$ cat src/rtl/priority_resolver_if.sv
// priority_resolver_if: request, mask and INTA/EOI handshake bundle between the CPU side and the resolver.
interface priority_resolver_if;
   logic [7:0] ir;
   logic [7:0] imr;
   logic       inta;
   logic       eoi;
   logic       int_o;
   logic [7:0] grant;
   logic [7:0] irr;
   logic [7:0] isr;
   modport master (output ir, imr, inta, eoi, input int_o, grant, irr, isr);
   modport slave  (input ir, imr, inta, eoi, output int_o, grant, irr, isr);
endinterface

$ cat src/rtl/priority_resolver.sv
// priority_resolver: IRR/ISR stage of an 8-level PIC with fully nested priority and INTA/EOI handshake.
// Define ROTATE_PRIORITY_EN to make each EOI rotate the just-serviced level to lowest priority.
module priority_resolver #(
   parameter bit LEVEL_TRIG = 1'b0
) (
   input logic clk,
   input logic rst_n,
   priority_resolver_if.slave bus
);
   typedef enum logic {IDLE, REQ} state_t;
   state_t state, state_n;
   logic [7:0] ir_q, irr_q, isr_q, grant_q;
   logic [7:0] pend, ack_m, clr_m, isr_n, irr_n, grant_n;
   logic [3:0] rw, rt, rn;
   logic [2:0] win, top, lp_n;
   logic       elig, ack, clr;
`ifdef ROTATE_PRIORITY_EN
   logic [2:0] lp;
`else
   localparam logic [2:0] lp = 3'd7;
`endif
   // Rank 0 is the highest priority (level lp+1); 8 means no bit set.
   function automatic logic [3:0] rank_of(input logic [7:0] v, input logic [2:0] l);
      rank_of = 4'd8;
      for (int k = 7; k >= 0; k--)
         if (v[3'(l + 3'd1 + 3'(k))]) rank_of = 4'(k);
   endfunction
   always_comb begin
      pend    = irr_q & ~bus.imr;
      rw      = rank_of(pend, lp);
      rt      = rank_of(isr_q, lp);
      win     = lp + 3'd1 + rw[2:0];
      top     = lp + 3'd1 + rt[2:0];
      elig    = rw < rt;
      ack     = (state == REQ) && bus.inta && elig;
      clr     = bus.eoi && !rt[3];
      ack_m   = ack ? 8'h01 << win : 8'h00;
      clr_m   = clr ? 8'h01 << top : 8'h00;
      isr_n   = (isr_q & ~clr_m) | ack_m;
`ifdef ROTATE_PRIORITY_EN
      lp_n    = clr ? top : lp;
`else
      lp_n    = lp;
`endif
      irr_n   = LEVEL_TRIG ? bus.ir & ~ack_m : (irr_q & ~ack_m) | (bus.ir & ~ir_q);
      rn      = rank_of(isr_n, lp_n);
      grant_n = rn[3] ? 8'h00 : 8'h01 << 3'(lp_n + 3'd1 + rn[2:0]);
      state_n = (state == IDLE) ? (elig ? REQ : IDLE) : ((bus.inta || !elig) ? IDLE : REQ);
   end
   always_ff @(posedge clk or negedge rst_n) begin
      if (!rst_n) begin
         state   <= IDLE;
         ir_q    <= 8'h00;
         irr_q   <= 8'h00;
         isr_q   <= 8'h00;
         grant_q <= 8'h00;
      end else begin
         state   <= state_n;
         ir_q    <= bus.ir;
         irr_q   <= irr_n;
         isr_q   <= isr_n;
         grant_q <= grant_n;
      end
   end
`ifdef ROTATE_PRIORITY_EN
   always_ff @(posedge clk or negedge rst_n) begin
      if (!rst_n) lp <= 3'd7;
      else lp <= lp_n;
   end
`endif
   assign bus.int_o = (state == REQ);
   assign bus.grant = grant_q;
   assign bus.irr   = irr_q;
   assign bus.isr   = isr_q;
endmodule

$ cat src/flat_wrapper.sv
// flat-port wrapper written by rule: the top's interface ports become plain ports
module priority_resolver_flat 
#(
   parameter bit LEVEL_TRIG = 1'b0
)
  (clk, rst_n, bus_ir, bus_imr, bus_inta, bus_eoi, bus_int_o, bus_grant, bus_irr, bus_isr);
  priority_resolver_if bus_i ();
  input logic clk;
  input logic rst_n;
  input wire logic [$bits(bus_i.ir)-1:0] bus_ir;
  input wire logic [$bits(bus_i.imr)-1:0] bus_imr;
  input wire logic [$bits(bus_i.inta)-1:0] bus_inta;
  input wire logic [$bits(bus_i.eoi)-1:0] bus_eoi;
  output wire logic [$bits(bus_i.int_o)-1:0] bus_int_o;
  output wire logic [$bits(bus_i.grant)-1:0] bus_grant;
  output wire logic [$bits(bus_i.irr)-1:0] bus_irr;
  output wire logic [$bits(bus_i.isr)-1:0] bus_isr;
  assign bus_i.ir = bus_ir;
  assign bus_i.imr = bus_imr;
  assign bus_i.inta = bus_inta;
  assign bus_i.eoi = bus_eoi;
  assign bus_int_o = bus_i.int_o;
  assign bus_grant = bus_i.grant;
  assign bus_irr = bus_i.irr;
  assign bus_isr = bus_i.isr;
  priority_resolver #(.LEVEL_TRIG(LEVEL_TRIG)) u_core (.clk(clk), .rst_n(rst_n), .bus(bus_i));
endmodule
$ cat config.mk
export PLATFORM = sky130hd
export DESIGN_NAME = priority_resolver_flat
export DESIGN_NICKNAME = d
export VERILOG_FILES = /design/src/rtl/priority_resolver_if.sv /design/src/rtl/priority_resolver.sv /design/src/flat_wrapper.sv
export SDC_FILE = /design/constraint.sdc
export NUM_CORES = 1
export LEC_CHECK = 0
export ABC_AREA = 1
export ABC_CLOCK_PERIOD_IN_PS = 3600
export CAP_MARGIN = 20
export CORE_ASPECT_RATIO = 1.4
export CORE_MARGIN = 2
export CORE_UTILIZATION = 53
export CTS_CLUSTER_DIAMETER = 80
export DETAILED_ROUTE_END_ITERATION = 8
export MAX_ROUTING_LAYER = met4
export PLACE_DENSITY = 0.85
export SYNTH_ARGS = -nofsm -noshare
export SYNTH_HDL_FRONTEND = slang
export SYNTH_SLANG_ARGS = --single-unit
$ cat constraint.sdc
create_clock -name clk -period 3.6 [get_ports clk]
set_clock_uncertainty 0.2 [all_clocks]
set_input_delay 0.9 -clock clk [delete_from_list [all_inputs] [get_ports clk]]
set_output_delay 0.9 -clock clk [all_outputs]
set_load 0.02 [all_outputs]
==> impl_metrics.toml, run 1 <==
[status]
status = "finished clean"

[global_route]
global_route.usage.total = 0.2458
gr-total-overflow = 0
first_global_vias = 1512
grt_antenna_before_repair = 0
maximum_number_of_pins_on_one_net_before_global_route_repair = 34
grt_pass1_wl_um = 6796

[timing]
fin_setup_tns_ns = 0
hold_viol = 0
rsz0062_at_grt = "false"
clock.fmax_mhz = 302.0
final_min_period_over_clock_period = 0.9198
hold_slack_ns = 0.2224
max_slew.worst_pin.slew_ns = 0.4509
slew_headroom = 0.6962
maxSlewViolCount = 0
timing.final.setup_violations = 0
finalWorstPathRequiredPeriod_ns = 3.311

[synthesis]
yosys.area_share.xor_xnor = 0
post_synth_and_or_nand_nor_area_fraction = 0.3558
combinational_family_with_the_most_area_after_synthesis = "simple AND/OR/NAND/NOR gates"
muxShareOfSynthArea = 0
netlist_instances = 207
synth.yosys.seq_area_share = 0.4542
number_of_storage_elements_in_the_synthesis_netlist = 33
synth_edf_count = 0
synthArstFlopShare = 1.000
post_synth_instance_area_mm2 = 0.001818
ys_dominant_reg_cell = "sky130_fd_sc_hd__dfrtp_1"
post_synth_num_cell_types = 28
compound_gate_portion_of_the_synthesized_area = 0.09222
ys.warnings.count = 0
yosys.area_share.adder = 0.01376
syn-mean-instance-area_um2 = 8.783
synth_fp_nets = 229

[route]
detail_route.first_pass.iterations = 5
post-route-drc-count = 0
drt_wl_cell_um = 13.00
via_per_inst = 4.888
initialDrtViolationCount = 29
wirelength_um = 3940
routed-via-count = 1481
ant_nets = 0

[die]
chipHeight_um = 73.30
core.rowCount = 25
placeableCoreArea_mm2 = 0.003316
die-area_mm2 = 0.003921
floorplan.die.width_um = 53.50
boundary_pins = 45
start_util = 0.5483

[critical_path]
crit_path_buffers_inverters = 5
critical-path-top-delay-family = "simple AND/OR/NAND/NOR gates"
critPathKind = "in2reg"
crit_top_cell = "sky130_fd_sc_hd__nand2_1"
cp_data_required_time_ns = 3.57
critical_path.endpoint_type = "flop"
critical-path-slowest-cell = "sky130_fd_sc_hd__clkdlybuf4s50_1"
critPathLaunchType = "input port"
slowest_delay_ns = 0.45
path_cells = "clkdlybuf4s50_1 -> inv_1 -> nand2_1 -> nand2_2 -> nor2_2 -> inv_2 -> nor2_1 -> ha_1 -> o21ai_1 -> nor2_2 -> nand2_4 -> nand3_2 -> inv_2 -> nand2_2 -> nand2_2 -> inv_2 -> nand2_1 -> nand2_1 -> nand2_2 -> nand2_4 -> nand2_4 -> nand2_1 -> nand2_1 -> nor2_1"
critical_path.max_fanout = 4
timing.critical_path.arrival_ns = 3.29

[power_and_ir_drop]
power.sequential.fraction = 0.252
p_comb_frac = 0.579
switch_share = 0.4549
leakage_nw = 1.215
irDropWorstVdd_v = 0.0005981
power.switching_mw = 0.9609
internal_power_mw = 1.151
pwr-share-clk = 0.169
power_density_mw_per_mm2 = 860.4

[clocking]
cts-root-buf = "sky130_fd_sc_hd__clkbuf_8"
clock_latency_ns = 0.28
htree_num_levels = 2
tritoncts = "done"
clk_pin_slew_worst_paths_ns = 0.06
hold_buffers = 0
post_cts_setup_repair_bufs = 0
clk_path_buf_depth = 2
cts_resized = 0
clock-sinks = 33
tritoncts.num_buffers = 5

[finish]
antenna_cells_inserted = 0
nNetsFinal = 284
areaGrowthSynthToFinish_pct = 35.03
filler_cell_count = 257
layout-drive-gt1-share = 0.2776

[min_path]
min_path_type = "reg2reg"

[placement]
hpwl_um = 2957
routabilityCongestion = 0.8795
io_buffers = 44

[flow_run]
drv.max_cap_violation_count = 0
-- flip-flops by register name (all words and copies together), names as in the netlist --
name and count:
u_core.bus.grant 8, u_core.bus.int_o 1, u_core.bus.irr 8, u_core.bus.isr 8
u_core.ir_q 8
-- logic make-up (layout without fill, tap and decap cells) --
family / count (synthesis) / after routing
AOI/OAI and AO/OA: 24 / 24
adders and majority gates: 2 / 2
buffers and inverters: 40 / 96
and+or+nand+nor: 108 / 108
DFF: 33 / 33
-- cell usage in the layout, fill, tap and decap left out, drive strengths merged --
cell,count
nand2,66
clkdlybuf4s50,44
inv,40
dfrtp,33
nor2,28
o21ai,18
nand3,8
clkbuf,7
buf,4
a21oi,3
nand4,3
o31ai,2
ha,2
nor3,2
or2,1
a31oi,1
bufinv,1
-- per-layer routing --
layer | wire length [um] | vias to the layer above | global-route usage
met2 | 2108 | 47 | 0.3978
li1 | - | 746 | -
met1 | 1547 | 678 | 0.2943
met3 | 184 | 10 | 0.04268
met4 | 99 | 0 | 0.1111
met5 | 0 | - | -
-- through the flow --
stage / setup WS (ns) / cells / power [mW] / util / instance area, um^2
3_5_place_dp: 0.01485 / 295 / 1.743 / 0.7053 / 2338
6_report: 0.2887 / 303 / 2.112 / 0.7404 / 2455
3_3_place_gp: 0.09269 / 295 / 1.712 / 0.7053 / 2338
2_1_floorplan: 0.6458 / 207 / 1.401 / - / 1818
5_1_grt: 0.05513 / 303 / 2.274 / 0.7404 / 2455
4_1_cts: 0.2782 / 303 / 2.124 / 0.7404 / 2455
-- power by group through the flow --
stage                     Sequential [mW]  Clock (mW)  Combinational, mW
final                               0.532       0.357               1.22
after detailed placement            0.537           0               1.21
after floorplan                     0.629           0              0.772
after global routing                0.543       0.382               1.35
after CTS                           0.532       0.364               1.23
after global placement              0.535           0               1.18
-- cell usage after synthesis, types with 2 or more instances --
master | number | area share
sky130_fd_sc_hd__nand3_2 | 5 | 0.028
sky130_fd_sc_hd__nand2_4 | 5 | 0.031
sky130_fd_sc_hd__o31ai_1 | 2 | 0.0083
sky130_fd_sc_hd__inv_2 | 10 | 0.021
sky130_fd_sc_hd__o21ai_1 | 2 | 0.0055
sky130_fd_sc_hd__inv_1 | 29 | 0.060
sky130_fd_sc_hd__nor2_8 | 2 | 0.022
sky130_fd_sc_hd__a21oi_1 | 2 | 0.0055
sky130_fd_sc_hd__nand4_1 | 2 | 0.0069
sky130_fd_sc_hd__nor2_1 | 17 | 0.035
sky130_fd_sc_hd__dfrtp_1 | 33 | 0.45
sky130_fd_sc_hd__o21ai_0 | 14 | 0.039
sky130_fd_sc_hd__nand2_1 | 39 | 0.081
sky130_fd_sc_hd__nand2_2 | 22 | 0.076
sky130_fd_sc_hd__nand3_1 | 2 | 0.0055
sky130_fd_sc_hd__nor2_4 | 4 | 0.025
sky130_fd_sc_hd__ha_1 | 2 | 0.014
sky130_fd_sc_hd__nor2_2 | 5 | 0.017
-- path summary, 6_finish.rpt --
path | cells past startpoint | end | slack, ns | startpoint
max | 24 | u_core.bus.grant[4]$_DFF_PN0_ | 0.29 | bus_imr[1]
min in group asynchronous | 2 | u_core.ir_q[3]$_DFF_PN0_ | 0.81 | rst_n
min reg2reg | 1 | u_core.bus.irr[7]$_DFF_PN0_ | 0.22 | u_core.ir_q[7]$_DFF_PN0_
min | 1 | u_core.bus.irr[7]$_DFF_PN0_ | 0.22 | u_core.ir_q[7]$_DFF_PN0_
max in group asynchronous | 2 | u_core.bus.grant[2]$_DFF_PN0_ | 2.08 | rst_n
max reg2reg | 20 | u_core.bus.grant[4]$_DFF_PN0_ | 0.80 | u_core.bus.isr[1]$_DFF_PN0_
-- cell type report --
class                      count  area, um^2  share of cell area
multi-input combinational    134       839.6              0.3420
sequential                    33       825.8              0.3364
inverter                      40       152.6             0.06218
clock buffer                   7       86.33             0.03517
tap                           40       50.05             0.02039
timing repair buffer          48       470.5              0.1916
clock inverter                 1       30.03             0.01223
No activity file was read; power rests on OpenSTA's default activity.
==> inputs of run 2 (changes only) <==
CORE_ASPECT_RATIO = 1.1   (was 1.4)
SKIP_LAST_GASP = 1   (was default)
==> impl_metrics.toml, run 2 (same netlist as run 1, synthesis figures left out) <==
[global_route]
global_route.usage.total = 0.2195
maximum_number_of_pins_on_one_net_before_global_route_repair = 34
grt_pass1_wl_um = 6196
grt_antenna_before_repair = 0
first_global_vias = 1420
gr-total-overflow = 0

[die]
die-area_mm2 = 0.003915
placeableCoreArea_mm2 = 0.003303
chipHeight_um = 65.43
core.rowCount = 22
floorplan.die.width_um = 59.84
start_util = 0.5504
boundary_pins = 45

[clocking]
htree_num_levels = 2
clock_latency_ns = 0.33
post_cts_setup_repair_bufs = 0
tritoncts.num_buffers = 5
cts-root-buf = "sky130_fd_sc_hd__clkbuf_4"
clk_pin_slew_worst_paths_ns = 0.10
clk_path_buf_depth = 2
clock-sinks = 33
tritoncts = "done"
cts_resized = 0
hold_buffers = 0

[timing]
clock.fmax_mhz = 306.6
max_slew.worst_pin.slew_ns = 0.4210
maxSlewViolCount = 0
finalWorstPathRequiredPeriod_ns = 3.262
slew_headroom = 0.7193
timing.final.setup_violations = 0
rsz0062_at_grt = "false"
final_min_period_over_clock_period = 0.9060
fin_setup_tns_ns = 0
hold_viol = 0

[route]
routed-via-count = 1445
detail_route.first_pass.iterations = 4
initialDrtViolationCount = 48
ant_nets = 0
via_per_inst = 4.849
drt_wl_cell_um = 12.35
post-route-drc-count = 0
wirelength_um = 3681

[min_path]
min_path_type = "reg2reg"

[flow_run]
drv.max_cap_violation_count = 0

[critical_path]
cp_data_required_time_ns = 3.66
r2r_slack_ns = 0.93
critical_path.endpoint_type = "flop"
critPathLaunchType = "input port"
critical_path.max_fanout = 4
critPathKind = "in2reg"
timing.critical_path.arrival_ns = 3.32

[power_and_ir_drop]
totalPowerFinal_mw = 1.954
leakage_nw = 1.188
irDropWorstVdd_v = 0.0006847
power_density_mw_per_mm2 = 817.9

[placement]
io_buffers = 44
routabilityCongestion = 0.8840
hpwl_um = 2922

[finish]
nNetsFinal = 284
layout-drive-gt1-share = 0.2748
final_cell_mix = "sky130_fd_sc_hd__clkdlybuf4s50_1, sky130_fd_sc_hd__nand2_1, sky130_fd_sc_hd__dfrtp_1"
filler_cell_count = 252
areaGrowthSynthToFinish_pct = 31.38
layout.cells.most_common = "sky130_fd_sc_hd__clkdlybuf4s50_1"
antenna_cells_inserted = 0

[status]
status = "finished clean"
run 2: cell types whose count changed in the layout (fill, tap and decap cells not counted):
cell / before / now
sky130_fd_sc_hd__bufinv_16: 1 / 0
sky130_fd_sc_hd__clkbuf_4: 0 / 5
sky130_fd_sc_hd__clkbuf_8: 6 / 1
run 2: where the power goes:
part / internal [mW] / leakage, nW / switching (mW)
combinational: 0.459 / 0.764 / 0.752
clock: 0.0921 / 0.0314 / 0.119
sequential: 0.463 / 0.392 / 0.0680
run 2: cell type report:
class | instances | area, um^2 | share of cell area
inverters | 40 | 152.6 | 0.06391
well taps | 36 | 45.04 | 0.01886
flip-flops and latches | 33 | 825.8 | 0.3457
multi-input cells | 134 | 839.6 | 0.3515
clock buffers | 7 | 55.05 | 0.02305
repair buffers | 48 | 470.5 | 0.1970
run 2: critical path, cell delays in order:
cell                              delay [ns]
sky130_fd_sc_hd__clkdlybuf4s50_1        0.46
sky130_fd_sc_hd__inv_1                  0.04
sky130_fd_sc_hd__nand2_1                0.10
sky130_fd_sc_hd__nand2_2                0.10
sky130_fd_sc_hd__nor2_2                 0.11
sky130_fd_sc_hd__inv_2                  0.07
sky130_fd_sc_hd__nor2_1                 0.11
sky130_fd_sc_hd__ha_1                   0.27
sky130_fd_sc_hd__o21ai_1                0.14
sky130_fd_sc_hd__nor2_2                 0.07
sky130_fd_sc_hd__nand2_4                0.08
sky130_fd_sc_hd__nand4_1                0.14
sky130_fd_sc_hd__nand2_2                0.16
sky130_fd_sc_hd__inv_2                  0.04
sky130_fd_sc_hd__nand2_1                0.05
sky130_fd_sc_hd__nand2_1                0.04
sky130_fd_sc_hd__nand2_1                0.06
sky130_fd_sc_hd__nand2_2                0.06
sky130_fd_sc_hd__nand2_4                0.08
sky130_fd_sc_hd__nand2_4                0.05
sky130_fd_sc_hd__nand2_1                0.05
sky130_fd_sc_hd__nand2_1                0.04
sky130_fd_sc_hd__nor2_1                 0.07
run 2: metrics by stage:
stage	cell area (um^2)	hold WS (ns)	utilization	setup slack (ns)	std cells
after detailed placement	2333	0.2096	0.7064	0.02279	291
after CTS	2389	0.2206	0.7231	0.3474	298
after global routing	2389	0.2351	0.7231	0.09768	298
after global placement	2333	0.2026	0.7064	0.09640	291
final	2389	0.2134	0.7231	0.3384	298
after floorplan	1818	0.1996	-	0.6458	207
run 2: worst paths after layout:
kind | startpoint | endpoint | depth (start not counted)
setup / recovery | bus_imr[1] | u_core.bus.grant[4]$_DFF_PN0_ | 23
hold / removal | u_core.ir_q[2]$_DFF_PN0_ | u_core.bus.irr[2]$_DFF_PN0_ | 1
setup reg to reg | u_core.bus.isr[1]$_DFF_PN0_ | u_core.bus.grant[4]$_DFF_PN0_ | 19
hold reg to reg | u_core.ir_q[2]$_DFF_PN0_ | u_core.bus.irr[2]$_DFF_PN0_ | 1
max in group asynchronous | rst_n | u_core.bus.grant[4]$_DFF_PN0_ | 2
min in group asynchronous | rst_n | u_core.ir_q[5]$_DFF_PN0_ | 2
run 2: metal layers:
metal / global-route usage / routed length [um]
met4: 0.06667 / 31
met2: 0.3587 / 1909
met3: 0.06102 / 141
met1: 0.2618 / 1598
met5: - / 0
